File: config.mk
export PLATFORM = sky130hd
export DESIGN_NAME = uart_rx_fifo
export DESIGN_NICKNAME = d
export VERILOG_FILES = /design/src/rtl/uart_rx_fifo.sv
export SDC_FILE = /design/constraint.sdc
export NUM_CORES = 1
export LEC_CHECK = 0
export ABC_CLOCK_PERIOD_IN_PS = 3500
export CAP_MARGIN = 20
export CORE_MARGIN = 10
export CORE_UTILIZATION = 63
export CTS_CLUSTER_DIAMETER = 80
export DETAILED_ROUTE_END_ITERATION = 7
export DONT_BUFFER_PORTS = 1
export PLACE_DENSITY = 0.76
export SYNTH_ARGS = -nofsm -noshare
export SYNTH_HDL_FRONTEND = slang
export SYNTH_SLANG_ARGS = --single-unit
File: constraint.sdc
create_clock -name clk -period 3.5 [get_ports clk]
set_input_delay 0.35 -clock clk [delete_from_list [all_inputs] [get_ports clk]]
set_output_delay 0.35 -clock clk [all_outputs]
set_load 0.02 [all_outputs]
File: src/rtl/uart_rx_fifo.sv
// uart_rx_fifo: 8N1 UART receiver feeding a small byte FIFO with a
// valid/ready pop port and sticky framing / overrun error flags.
module uart_rx_fifo #(
   parameter int CLOCK_RATE = 50_000_000,
   parameter int BAUD_RATE  = 115200,
   parameter int DEPTH_LOG2 = 4
) (
   input  logic                  clk,
   input  logic                  rst,
   input  logic                  rx,
   input  logic                  rd_ready,
   output logic                  rd_valid,
   output logic [7:0]            rd_data,
   output logic [DEPTH_LOG2:0]   level,
   input  logic                  clear_errors,
   output logic                  frame_error,
   output logic                  overrun,
   output logic                  busy
);

   localparam int DIV   = CLOCK_RATE / BAUD_RATE;
   localparam int HALF  = DIV / 2;
   localparam int CNT_W = $clog2(DIV);
   localparam int DEPTH = 1 << DEPTH_LOG2;
   localparam int LW    = DEPTH_LOG2 + 1;

   localparam logic [CNT_W-1:0] CNT_HALF = CNT_W'(HALF - 1);
   localparam logic [CNT_W-1:0] CNT_FULL = CNT_W'(DIV - 1);
   localparam logic [LW-1:0]    LEVEL_FULL = LW'(DEPTH);

   typedef enum logic [1:0] {IDLE, START, DATA, STOP} state_t;

   // ---------------------------------------------------------------
   // Input synchronizer
   // ---------------------------------------------------------------
   logic rx_meta;
   logic rxs;

   // Two-flop synchronizer; resets to the idle (high) line level.
   always_ff @(posedge clk or posedge rst) begin
      if (rst) begin
         rx_meta <= 1'b1;
         rxs     <= 1'b1;
      end else begin
         // NOTE: non-blocking assignments make both flops sample the old
         // values, giving a true two-stage shift instead of a single wire.
         rx_meta <= rx;
         rxs     <= rx_meta;
      end
   end

   // ---------------------------------------------------------------
   // Receiver FSM
   // ---------------------------------------------------------------
   state_t           state;
   logic [CNT_W-1:0] cnt;
   logic [2:0]       bit_idx;
   logic [7:0]       shift;
   logic             stop_sample;
   logic             push;
   logic             frame_evt;

   assign stop_sample = (state == STOP) && (cnt == '0);
   assign push        = stop_sample && rxs;
   assign frame_evt   = stop_sample && !rxs;
   assign busy        = (state != IDLE);

   // Bit-timing state machine: half-bit to the start-bit centre, then
   // one full bit period between every later sample.
   always_ff @(posedge clk or posedge rst) begin
      if (rst) begin
         state   <= IDLE;
         cnt     <= '0;
         bit_idx <= '0;
         shift   <= '0;
      end else begin
         case (state)
            IDLE: begin
               if (!rxs) begin
                  state <= START;
                  cnt   <= CNT_HALF;
               end
            end
            START: begin
               if (cnt == '0) begin
                  if (rxs) begin
                     // Line went back high before mid-bit: treat as a glitch.
                     state <= IDLE;
                  end else begin
                     state   <= DATA;
                     cnt     <= CNT_FULL;
                     bit_idx <= '0;
                  end
               end else begin
                  cnt <= cnt - 1'b1;
               end
            end
            DATA: begin
               if (cnt == '0) begin
                  shift[bit_idx] <= rxs;
                  cnt            <= CNT_FULL;
                  bit_idx        <= bit_idx + 3'd1;
                  if (bit_idx == 3'd7) begin
                     state <= STOP;
                  end
               end else begin
                  cnt <= cnt - 1'b1;
               end
            end
            STOP: begin
               // The stop sample is taken mid-bit, so IDLE is re-entered
               // early enough to catch a back-to-back start bit.
               if (cnt == '0) begin
                  state <= IDLE;
               end else begin
                  cnt <= cnt - 1'b1;
               end
            end
            default: state <= IDLE;
         endcase
      end
   end

   // ---------------------------------------------------------------
   // Byte FIFO
   // ---------------------------------------------------------------
   logic [7:0]            mem [DEPTH];
   logic [DEPTH_LOG2-1:0] wr_ptr;
   logic [DEPTH_LOG2-1:0] rd_ptr;
   logic                  full;
   logic                  pop;
   logic                  wr_en;
   logic                  drop;

   assign full     = (level == LEVEL_FULL);
   assign rd_valid = (level != '0);
   assign pop      = rd_valid && rd_ready;
   // A pop in the same cycle frees the slot, so a push into a full FIFO
   // still succeeds.
   assign wr_en    = push && (!full || pop);
   assign drop     = push && full && !pop;
   assign rd_data  = mem[rd_ptr];

   // Storage array write port.
   always_ff @(posedge clk) begin
      // NOTE: the array is not reset; level/rd_valid gate every read, so
      // stale contents are never observed and the array maps to plain RAM.
      if (wr_en) begin
         mem[wr_ptr] <= shift;
      end
   end

   // Pointer and occupancy bookkeeping.
   always_ff @(posedge clk or posedge rst) begin
      if (rst) begin
         wr_ptr <= '0;
         rd_ptr <= '0;
         level  <= '0;
      end else begin
         if (wr_en) begin
            wr_ptr <= wr_ptr + 1'b1;
         end
         if (pop) begin
            rd_ptr <= rd_ptr + 1'b1;
         end
         case ({wr_en, pop})
            2'b10:   level <= level + 1'b1;
            2'b01:   level <= level - 1'b1;
            default: level <= level;
         endcase
      end
   end

   // ---------------------------------------------------------------
   // Sticky error flags
   // ---------------------------------------------------------------

   // A new error event takes priority over a coincident clear.
   always_ff @(posedge clk or posedge rst) begin
      if (rst) begin
         frame_error <= 1'b0;
         overrun     <= 1'b0;
      end else begin
         if (frame_evt) begin
            frame_error <= 1'b1;
         end else if (clear_errors) begin
            frame_error <= 1'b0;
         end
         if (drop) begin
            overrun <= 1'b1;
         end else if (clear_errors) begin
            overrun <= 1'b0;
         end
      end
   end

endmodule

Word level (Yosys, flattened, before mapping) --
Memories as Yosys holds them, arrays and structs flattened. Cells that the tools add are included.
Word-level totals: memories 1, output and inout bits 17, memory bits (writable) 128, word-level logic and storage cells 85, input port bits 5, flip-flop bits (word level) 39
Cells by class: reduce and logical (&&, ||, !) cells 24, $add $sub $neg 6, muxes and demuxes 26, magnitude comparators 2, equal/unequal tests 15
Memory list:
- mem | depth 16, bits a word 8, read ports 1, clocked after Yosys merged registers in 0, wr ports 1, RTL line 127 | logic [7:0] mem [DEPTH];
Operators by type and width (count):
- 9-bit 2-to-1 mux | 5
- 9-bit one-hot mux with 4 select lines | 1
- 2-bit 2-to-1 mux | 6
- 2-bit != test (second input constant) | 6
- 5-bit one-hot mux with 2 select lines | 1
- 2-bit nonzero test | 5
- 9-bit logical NOT | 1
- 3-bit 2-to-1 mux | 3
- 9-bit by 1-bit subtractor with 9-bit output (second input constant) | 1
- 4-bit by 1-bit adder with 4-bit output (second input constant) | 2
- 8-bit bitwise mux | 1
- 1-bit logical AND | 8
- 2-bit one-hot mux with 4 select lines | 1
- 2-bit equality test (second input constant) | 3
- 1-bit 2-to-1 mux | 6
- 3-bit one-hot mux with 2 select lines | 1
- 5-bit by 1-bit adder with 5-bit output (second input constant) | 1
- 5-bit equality test (second input constant) | 1
- 5-bit AND reduction | 1
- 5-bit nonzero test | 1
- 5-bit by 1-bit subtractor with 5-bit output (second input constant) | 1
- 2-bit by 1-bit equality test with 1-bit output (second input constant) | 2
- 3-bit by 4-bit < comparator with 1-bit output (second input constant) | 1
- 4-bit AND reduction | 1
- 11 further kinds | 13

Logic depth before layout (Yosys ltp) --
word-level depth 6, depth in mapped cells 12, mapped depth without buffers 12

Worst setup path after synthesis --
OpenSTA, ideal clock, no wires.
kind reg2reg, start point register level[0], end point register level[4], clock period less this slack 2634 ps, stages on the path, launching flop included 10, setup slack 866 ps, path buffers 0, setup time 135 ps, data required time 3365 ps, arrival time 2499 ps, path through dfrtp_1 or4_1 o21ai_2 a31oi_4 ha_1 nor2b_1 o21ai_0 a21oi_1 a32o_1 xor2_1
Between the ends: cells in the longest elaborated chain, start to end 6, elaborated cells between the ends (all ways) 12, those cells by class add/sub (2); eq/ne (3); mux (1); reduce/logical (6)
Ends and longest elaborated chain:
- from (decl) | RTL line 14 | output logic [DEPTH_LOG2:0] level,
- from (signal assigned) | RTL line 167 | 2'b10: level <= level + 1'b1;
- from (signal assigned) | RTL line 168 | 2'b01: level <= level - 1'b1;
- from (signal assigned) | RTL line 169 | default: level <= level;
- 5-bit equality test / 5-bit nonzero test (equally long branches) | RTL line 135, 136
- 1-bit logical NOT / 1-bit logical AND (equally long branches) | RTL line 140, 137
- 1-bit logical OR | RTL line 140 | assign wr_en = push && (!full || pop);
- 1-bit logical AND | RTL line 140
- 2-bit by 1-bit equality test with 1-bit output / 2-bit equality test (equally long branches) | RTL line 166 | case ({wr_en, pop})
- 5-bit one-hot mux with 2 select lines / 2-bit nonzero test (equally long branches)
Several ways; a longest one is shown, not always the timed one. A chain may end at the register's enable or synchronous reset.

Final worst setup path --
Ends and elaborated chain as after synthesis.

==> impl_metrics.env <==
export IMPL_status="finished clean"
export IMPL_rsz0062_at_grt="false"
export IMPL_syn_num_nets=432
export IMPL_setup_viol=0
export IMPL_crit_chain="or4_1 -> o21ai_2 -> a31oi_4 -> ha_1 -> nor2b_1 -> o21ai_0 -> a21oi_1 -> a32o_1 -> xor2_1"
export IMPL_finalNonFillerCells=587
export IMPL_drv_cap=0
export IMPL_synth_distinct_cells=59
export IMPL_synth_ff_type="edfxtp_1"
export IMPL_p_switching_w=0.00124
export IMPL_drtIter0Drc=373
export IMPL_synthTopCellsByArea="edfxtp_1 (54%), dfrtp_1 (13%), mux4_2 (13%)"
export IMPL_synth_top_family_by_area="multiplexers"
export IMPL_layout_nets=457
export IMPL_yosysWarnings=0
export IMPL_synth_compound_area_frac=0.0525
export IMPL_core_area_um2=11000
export IMPL_finalClockSkew_ns=0.00730
export IMPL_synth_edf_count=128
export IMPL_synthSimpleGateAreaFrac=0.0632
export IMPL_grt_overflow=0
export IMPL_dpl_cell_area_um2=7420
export IMPL_grt_pass1_wl_um=21000
export IMPL_p_seq_frac=0.486
export IMPL_rows=38
export IMPL_post_route_cell_area_um2=8040
export IMPL_die_w_um=127
export IMPL_route_detailed_drc=0
export IMPL_hold_class="primary input to flip-flop"
export IMPL_syn_mean_instance_area_um2=17.5
export IMPL_hold_viol_final=0
export IMPL_firstDrtPassIters=4
export IMPL_post_cts_setup_buffers=0
export IMPL_tns_ns=0
export IMPL_pwr_share_clk=0.387
export IMPL_antenna_found_initial=0
export IMPL_peakVddDrop_v=0.000452
export IMPL_drive_gt1_frac=0.266
export IMPL_synth_cells_most_frequent="edfxtp_1 (128), mux4_2 (40), dfrtp_1 (37), nor2_1 (21), nand2_1 (19)"
export IMPL_ctsResizeCount=0
export IMPL_root_buffer="clkbuf_16"
export IMPL_ys_seq_area_frac=0.674
export IMPL_routed_wl_um=13300
export IMPL_cp_required_ns=3.80
export IMPL_dp_hpwl_um=8580
export IMPL_p_int_w=0.00362
export IMPL_crit_path_end_kind="flip-flop"
export IMPL_max_stage_delay_ns=0.62
export IMPL_drtAntennaViolNets=0
export IMPL_path_class="flip-flop to flip-flop"
export IMPL_fp_dieArea_um2=16000
export IMPL_worst_pin_slew_ns=0.912
export IMPL_clock_sinks=167
export IMPL_via_per_inst=6.27
export IMPL_area_delta_synth_final_pct=12.5
export IMPL_synth_area_mux_share=0.146
export IMPL_maxSlewViolCount=0
export IMPL_crit_fanout=6
export IMPL_place_gp_congestion=0.808
export IMPL_cts_buffers=17
export IMPL_power_density_nw_per_um2=604
export IMPL_slowest_stage="or4_1"
export IMPL_start_kind="flip-flop"
export IMPL_cts_buffer_depth=2
export IMPL_grtUsageTotal=0.172
export IMPL_cts_tree="built"
export IMPL_n_antenna_cell=0
export IMPL_maxSlewHeadroom=0.386
export IMPL_insertion_delay_ns=0.42
export IMPL_syn_inst=409
export IMPL_vias=3679
export IMPL_synth_top_cell_area_share=0.538
export IMPL_finalWorstPathRequiredPeriod_ns=2.87
export IMPL_synth_xor_area_frac=0.0123
export IMPL_max_freq_mhz=348
export IMPL_yosysTopAreaCell="edfxtp_1"
export IMPL_dp_cells=553
export IMPL_htree_levels=4
export IMPL_yosysMostFrequentCell="edfxtp_1"
export IMPL_critical_path_arrival_ns=3.17
export IMPL_die_h_um=127
export IMPL_fin_crit_sh=0.820
export IMPL_synth_seq_cells=167
export IMPL_p_leak_nw=3.13
export IMPL_initial_utilization=0.651
export IMPL_portBuffers=0
export IMPL_wire_per_inst_um=22.7
export IMPL_combPwrFrac=0.127
export IMPL_ys_async_sr_fraction=0.234
export IMPL_grt_max_degree=40
export IMPL_path_clk_slew_ns=0.06
export IMPL_yosys_area_share_adder=0.0326
export IMPL_synth_area_um2=7150
export IMPL_grt_pass1_vias=3745
export IMPL_ios=22
export IMPL_sw_frac_of_total=0.254
## worst max-delay path, delay by kind of cell, from the launching register on
kind	cells	cell delay (ns)
AOI/OAI and AO/OA	5	0.97
DFF	1	0.51
xor gates and xnor gates	1	0.13
and+or+nand+nor	2	0.76
adders and majority gates	1	0.36
## worst paths after layout
kind	start	to	slack [ns]	cells past startpoint
worst max register to register	level[0]$_DFFE_PP0P_	level[4]$_DFFE_PP0P_	0.63	9
worst min-delay path	clear_errors	frame_error$_DFFE_PP0P_	0.02	1
max in group asynchronous	rst	rd_ptr[0]$_DFFE_PP0P_	2.63	3
worst min register to register	rx_meta$_DFF_PP1_	rxs$_DFF_PP1_	0.36	0
min in group asynchronous	rst	cnt[4]$_DFFE_PP0P_	0.49	3
worst max-delay path	level[0]$_DFFE_PP0P_	level[4]$_DFFE_PP0P_	0.63	9
## per-stage QoR
stage / utilization / worst slack, ns / hold WS [ns] / total power, W
final: 0.732 / 0.629 / 0.0165 / 0.00486
after floorplan: - / 0.866 / 0.345 / 0.00287
after detailed placement: 0.675 / 0.629 / 0.351 / 0.00303
after global placement: 0.675 / 0.729 / 0.346 / 0.00301
after global routing: 0.732 / 0.451 / 0.00281 / 0.00505
after CTS: 0.732 / 0.624 / 0.00395 / 0.00490
## kinds of logic after synthesis
logic type / count (synthesis)
compound gates: 49
xor+xnor: 10
fa+ha+maj: 18
buf+inv: 33
flops: 167
mux: 53
simple gates: 79
## registers in the layout, indices dropped and copies added (netlist names), named ones only
signal and flops:
rxs 1, overrun 1, state 1, frame_error 1, level 5, rd_ptr 4
rx_meta 1, bit_idx 3, shift 8, cnt 9, mem 128, wr_ptr 4
## routing by layer
layer,wire (um),share of wire,track usage,vias to the layer above
met5,0,0,0,-
met4,126,0.0095,0.0382,0
met1,5490,0.41,0.216,1900
met3,917,0.069,0.0625,15
li1,-,-,-,1662
met2,6790,0.51,0.279,102
## layout by cell type, fill, tap and decap left out, drive strengths merged, types with 4 or more instances in the layout
master,instances
a21oi,12
clkinvlp,5
inv,20
nand2b,8
a31oi,6
clkbuf,18
a21o,4
o21ai,6
ha,17
mux4,40
edfxtp,128
mux2,11
xnor2,9
nand2,20
nor3,10
buf,20
nor2,22
dfrtp,37
## layout make-up
type | count | area (um2)
inverter | 17 | 63.8
tap | 140 | 175
timing repair buffer | 22 | 183
sequential | 167 | 4820
multi-input combinational | 209 | 2190
clock inverter | 14 | 175
clock buffer | 18 | 429
fill | 645 | 2940
## what timing repair did
item                                   CTS  global route
endpoints found under the hold margin   38             0
setup endpoints to repair                0             0
hold buffers                             2             0
## power by group through the flow
stage,clock [W],sequential (W),combinational [W]
global route,0.00199,0.00237,0.000681
floorplan,0,0.00229,0.000577
global placement,0,0.00240,0.000615
finish,0.00188,0.00236,0.000619
CTS,0.00190,0.00236,0.000634
detailed placement,0,0.00240,0.000630
Note: power is estimated with default switching activity, not from simulation.
